**src/rtl/sync_fifo_rd_stream.sv**
```systemverilog
// Read-side adapter for a FIFO with registered read data: issues fifo_ren on
// credit and re-times the returned data into a 2-entry buffer feeding a valid/ready stream.
module sync_fifo_rd_stream #(
  parameter type T = logic
) (
  input  logic       clk,
  input  logic       rst,
  output logic       fifo_ren,
  input  T           fifo_data,
  input  logic       fifo_empty,
  output logic       m_valid,
  output T           m_data,
  input  logic       m_ready,
  output logic [1:0] level
);

  // Stream handshake: a beat transfers on a rising clk edge where m_valid & m_ready
  // are both high; once m_valid rises, m_valid and m_data hold until that transfer.

  T           buf_mem [2];
  logic       wr_ptr;
  logic       rd_ptr;
  logic [1:0] cnt;
  logic       inflight;
  logic       pop;
  logic [1:0] occ_after_pop;

  assign pop = m_valid & m_ready;

  // A read may issue only if buffered + in-flight entries, after this cycle's pop,
  // leave a free slot; counting the pop is what sustains one beat per cycle.
  assign occ_after_pop = cnt + {1'b0, inflight} - {1'b0, pop};
  assign fifo_ren      = !rst && !fifo_empty && (occ_after_pop < 2'd2);

  always_ff @(posedge clk) begin
    if (rst) begin
      cnt      <= 2'd0;
      inflight <= 1'b0;
      wr_ptr   <= 1'b0;
      rd_ptr   <= 1'b0;
    end else begin
      cnt      <= occ_after_pop;
      inflight <= fifo_ren;
      if (inflight) wr_ptr <= !wr_ptr;
      if (pop)      rd_ptr <= !rd_ptr;
    end
  end

  // Data that was read the previous cycle always lands; the credit rule guarantees the slot.
  always_ff @(posedge clk) begin
    if (!rst && inflight) buf_mem[wr_ptr] <= fifo_data;
  end

  assign m_valid = (cnt != 2'd0);
  assign m_data  = buf_mem[rd_ptr];
  assign level   = cnt + {1'b0, inflight};

endmodule

```
**config.mk**
```make
export PLATFORM = sky130hd
export DESIGN_NAME = sync_fifo_rd_stream
export DESIGN_NICKNAME = d
export VERILOG_FILES = /design/src/rtl/sync_fifo_rd_stream.sv
export SDC_FILE = /design/constraint.sdc
export NUM_CORES = 1
export LEC_CHECK = 0
export ABC_AREA = 1
export CORE_AREA = 2 2 39 41
export CTS_CLUSTER_DIAMETER = 200
export CTS_CLUSTER_SIZE = 28
export DETAILED_ROUTE_END_ITERATION = 12
export DIE_AREA = 0 0 41 43
export GPL_TIMING_DRIVEN = 0
export HOLD_SLACK_MARGIN = 0.15
export PLACE_DENSITY_LB_ADDON = 0.3
export SLEW_MARGIN = 20
export SYNTH_ARGS = -nofsm -noshare
export SYNTH_HDL_FRONTEND = slang
export SYNTH_SLANG_ARGS = --single-unit
export TNS_END_PERCENT = 10
```
**constraint.sdc**
```tcl
create_clock -name clk -period 2.2 [get_ports clk]
set_clock_uncertainty 0.15 [all_clocks]
set_input_delay 0.44 -clock clk [delete_from_list [all_inputs] [get_ports clk]]
set_output_delay 0.44 -clock clk [all_outputs]
set_load 0.005 [all_outputs]
```
# Word level (Yosys, flattened, before mapping)
# Memory sizes are Yosys's and may differ from the RTL's. A register that Yosys moved wholly into a read port is not among the register bits.
# Cells that the tools add are included.
[totals] mem_bits_rw=2 regBits=5 wordCells=21 memories=1
[classes] n_lt_le_gt_ge=1 n_mux=4 n_reduce_logical=8 bitwise=1 addsub=2
[mem_list] name="buf_mem" depth=2 width=1 rd=1 rd_ports_with_merged_regs=1 wr=1 line_no="20" source="T buf_mem [2];"
[op_table] cell="$logic_not A1 Y1" count=4
[op_table] cell="$mux W1" count=4
[op_table] cell="$logic_and A1 B1 Y1" count=3
[op_table] cell="$add A2 B1 Y2" count=1
[op_table] cell="$lt A2 B2 Y1 const B" count=1
[op_table] cell="$reduce_bool A2 Y1" count=1
[op_table] cell="$sub A2 B1 Y2" count=1
[op_table] cell="$and A1 B1 Y1" count=1

# Longest topological paths before layout
# Gate-level depths: netlist of the first run.
[logic_depth] word_depth=5 depth_mapped=7

# Worst setup path after synthesis of the first run
# Ideal clock, no wire load.
[synth_timing] path_type="register -> output" from="register cnt[0]" to="output port fifo_ren" arrival_ps=1126 path_slack_ps=484 path_buffers=0 stages_incl_launch_ff=8 path_cell_list="dfxtp_1 -> ha_1 -> inv_1 -> ha_1 -> inv_1 -> nand3_1 -> nand2_1 -> nor2_1"
[synth_via] elab_cells_between_ends=6 classes_between="2 x add/sub; 1 x order compare; 1 x bitwise; 2 x reduce/logical"
[synth_lines] item="start: declaration" line_no="23" source="logic [1:0] cnt;"
[synth_lines] item="start signal: assignment" line_no="42" source="cnt <= occ_after_pop;"
[synth_lines] item="$add A2 B1 Y2"
[synth_lines] item="via level[0]" line_no="14" source="output logic [1:0] level"
[synth_lines] item="$sub A2 B1 Y2" line_no="32" source="assign occ_after_pop = cnt + {1'b0, inflight} - {1'b0, pop};"
[synth_lines] item="$lt A2 B2 Y1" line_no="33" source="assign fifo_ren = !rst && !fifo_empty && (occ_after_pop < 2'd2);"
[synth_lines] item="$logic_and A1 B1 Y1" line_no="33"
[synth_lines] item="end: declaration" line_no="8" source="output logic fifo_ren,"
# The timed path passes the listed nets, and every way through them passes these cells.

# Worst setup path in the final report of the first run
[layout_timing] from="register inflight" to="output port fifo_ren"
[layout_via] elab_chain_len=4
[layout_lines] item="start: declaration" line_no="24" source="logic inflight;"
[layout_lines] item="start signal: assignment" line_no="43" source="inflight <= fifo_ren;"
[layout_lines] item="$add A2 B1 Y2" line_no="32"
[layout_lines] item="$sub A2 B1 Y2" line_no="32"
[layout_lines] item="$lt A2 B2 Y1" line_no="33"
[layout_lines] item="$logic_and A1 B1 Y1" line_no="33"
# Every way passes these cells.

==> metrics, run 1 <==
outcome completed; Max-slew headroom 83.6%; vias in the first global route around 310; Final WS setup 0.124 ns; Mapped Cells 49; antenna violations before repair 0; Yosys top cell area share 32.2%; Synth Cell Area 373 µm²; Placed Cells 74; GRT overflow 0; clk buf depth 2; Worst-Skew Late Latency 0.25 ns; depth of the CTS H-tree 1; Static Leak approximately 0.25 nW; Worst EP required 1.61 ns; total track usage roughly 10%; CTS tree built; share of cells above drive strength 1 roughly 27%; Top delay family on crit path adder cells; die area 1760 µm²; global-route wire length before repair 1.11 mm; ant diodes 0; Seq/Total Area, Yosys 48.3%; cell taking the most area after synthesis dfxtp_1; wire per inst 8.05 µm; max-slew violations 0; Reg2Reg Capture Point inflight; WP buf/inv 3; Nets 75; ranking of synthesized cells by area dfxtp_1 (32%), edfxtp_1 (16%), nand2_1 (11%); Worst Hold Path Cells 2; Synth Warn # 0; initial core utilization 26.9%; Synth Area per Inst 7.61 µm²; First-pass DRT Iterations 4; CP max-delay cell dfxtp_4; reg2reg start inflight; # setup viols final 0; max cap viols 0; Placement Setup Slack -0.517 ns; Core ar. 1380 µm²; IO Pins 10; Worst-path clk slew ~0.050 ns; Detail Placement HPWL 528 µm; final hold violations 0; Hold Path Class register to register; DR vias/cell 4.11; PwrDens 1150 nW/µm²; post-route cell area 571 µm²; number of CTS-inserted buffers 3; max incr delay on CP 0.35 ns; fmax between 400 and 500 MHz; number of synthesized register bits 8; Worst Setup Start Kind register; Via Count 341; Finished Layout Cells 83; syn nets 56; worst hold start wr_ptr; setup slack, reg-to-reg 0.84 ns; die height 43 µm; WP data arrival 1.49 ns; post-layout min period roughly 2.1 ns; ANT nets after route 0; port bufs 9; CTS Hold Bufs 0; largest net degree at the start of global routing 8; Placed Area 483 µm²; RSZ-0062 raised after global routing no; worst r2r path cells 7; fin crit share between 90 and 100%; gpl congestion between 0.5 and 0.6; CP max FO 2; fillers roughly 150; total length of routed wires 668 µm; DR iter-0 viols 6; Setup crit end kind output port; CTS root buf clkbuf_4; CP Cell Sequence ha_4 > inv_1 > ha_2 > buf_4 > nand3_2 > nand2_2 > nor2_2 > buf_2; Die Wd just over 40 µm; clk sinks 8; DR DRC count 0; hold path endpoint wr_ptr; Crit Path Class register to output port; Rows 14; slew of the pin with the lowest slew margin 0.246 ns; Area growth, synth to finish 53.0%; post-synth cell types 12; Max VDD drop 388 µV
==> through the flow <==
step	util [%]	total power [mW]	hold WS, ns	TNS (ns)
after floorplan	-	0.356	0.287	0
after global placement	34.9	0.465	0.300	-0.474
after detailed placement	34.9	0.471	0.309	-0.517
after CTS	40.0	0.646	0.316	0
after global routing	41.2	0.725	0.339	0
final	41.2	0.655	0.313	0
==> per-layer routing <==
layer | share of wire (%) | GRT usage, % | routed length [µm] | vias to the layer above
li1 | - | - | - | 187
met1 | 41 | 9.87 | 277 | 144
met2 | 51 | 14.7 | 344 | 8
met3 | 5.1 | 4.71 | 34 | 2
met4 | 1.6 | 8.00 | 11 | 0
met5 | 0 | 0 | 0 | -
==> logic make-up (layout without fill, tap and decap cells) <==
family                     Yosys count  count (layout)  share of synthesized area (%)
DFF                                  8               8                           48.3
buffers and inverters                9              27                           9.06
muxes                                1               1                           3.02
AOI/OAI and AO/OA                    1               1                           1.34
and+or+nand+nor                     28              28                           31.5
adders and majority gates            2               2                           6.71
==> layout by cell type, fill, tap and decap left out <==
cell,count
mux2_2,1
nand2_2,1
or2_1,1
a21oi_1,1
clkbuf_1,1
ha_4,1
clkdlybuf4s50_1,7
nand2_1,10
buf_2,1
inv_1,9
dlygate4sd2_1,1
dfxtp_4,1
ha_2,1
nand3_1,4
edfxtp_1,2
clkbuf_4,3
buf_4,5
nor2_2,2
nand3_2,1
nor2_1,8
nor3_1,1
dfxtp_2,1
dfxtp_1,4
==> worst max-delay path by stage <==
stage / slack, ns / cells after the start / startpoint / endpoint
after floorplan: 0.48 / 7 / cnt[0] / fifo_ren
after global placement: -0.47 / 9 / m_ready / fifo_ren
after detailed placement: -0.52 / 9 / m_ready / fifo_ren
after global routing: 0.02 / 8 / inflight / fifo_ren
final: 0.12 / 8 / inflight / fifo_ren
after CTS: 0.05 / 8 / inflight / fifo_ren
==> synth_stat cells, drive strengths merged <==
cell / instances
nor2: 10
dfxtp: 6
nor3: 1
a21oi: 1
nand3: 5
or2: 1
edfxtp: 2
nand2: 11
mux2: 1
ha: 2
inv: 9
==> tightest hold or removal path: stages (launching register included) <==
cell and delay, ns:
dfxtp_1 0.30, nand2_1 0.06, a21oi_1 0.05
==> cell type report <==
class	instances	area, µm²	area share (%)
multi-input cells	32	184	32.2
inverters	9	33.8	5.92
clock buffers	4	26.3	4.61
repair buffers	14	121	21.3
well taps	16	20.0	3.51
flip-flops and latches	8	185	32.5
==> power by group <==
part	internal [mW]	total [mW]	switching (mW)
combinational	0.185	0.321	0.136
sequential	0.192	0.218	0.0265
clock	0.0692	0.116	0.0472
total	0.446	0.655	0.209
==> repair_timing <==
action                     4_1_cts  5_1_grt
gates resized for setup         10        3
pin swaps                        5        1
setup buffers                    4        1
setup endpoints to repair        1        1
No activity file was read; power rests on OpenSTA's default activity.
==> run 2, diff against run 1 <==
--- a/config.mk
+++ b/config.mk
@@ -6,6 +6,7 @@
 export NUM_CORES = 1
 export LEC_CHECK = 0
 export ABC_AREA = 1
+export CAP_MARGIN = 20
 export CORE_AREA = 2 2 39 41
 export CTS_CLUSTER_DIAMETER = 200
 export CTS_CLUSTER_SIZE = 28
==> results of run 2 <==
Final layout, timing and power as in run 1 (identical DEF).
==> run 3, diff against run 2 <==
--- a/config.mk
+++ b/config.mk
@@ -9,11 +9,12 @@
 export CAP_MARGIN = 20
 export CORE_AREA = 2 2 39 41
 export CTS_CLUSTER_DIAMETER = 200
-export CTS_CLUSTER_SIZE = 28
+export CTS_CLUSTER_SIZE = 8
 export DETAILED_ROUTE_END_ITERATION = 12
 export DIE_AREA = 0 0 41 43
 export GPL_TIMING_DRIVEN = 0
 export HOLD_SLACK_MARGIN = 0.15
+export MAX_ROUTING_LAYER = met4
 export PLACE_DENSITY_LB_ADDON = 0.3
 export SLEW_MARGIN = 20
 export SYNTH_ARGS = -nofsm -noshare
==> results of run 3 <==
Final layout, timing and power as in run 1 (identical DEF).
Among the figures that moved: final weighted congestion in routability-driven placement 0.599 -> 0.603; overall routing resource usage 9.91% -> 10.2%
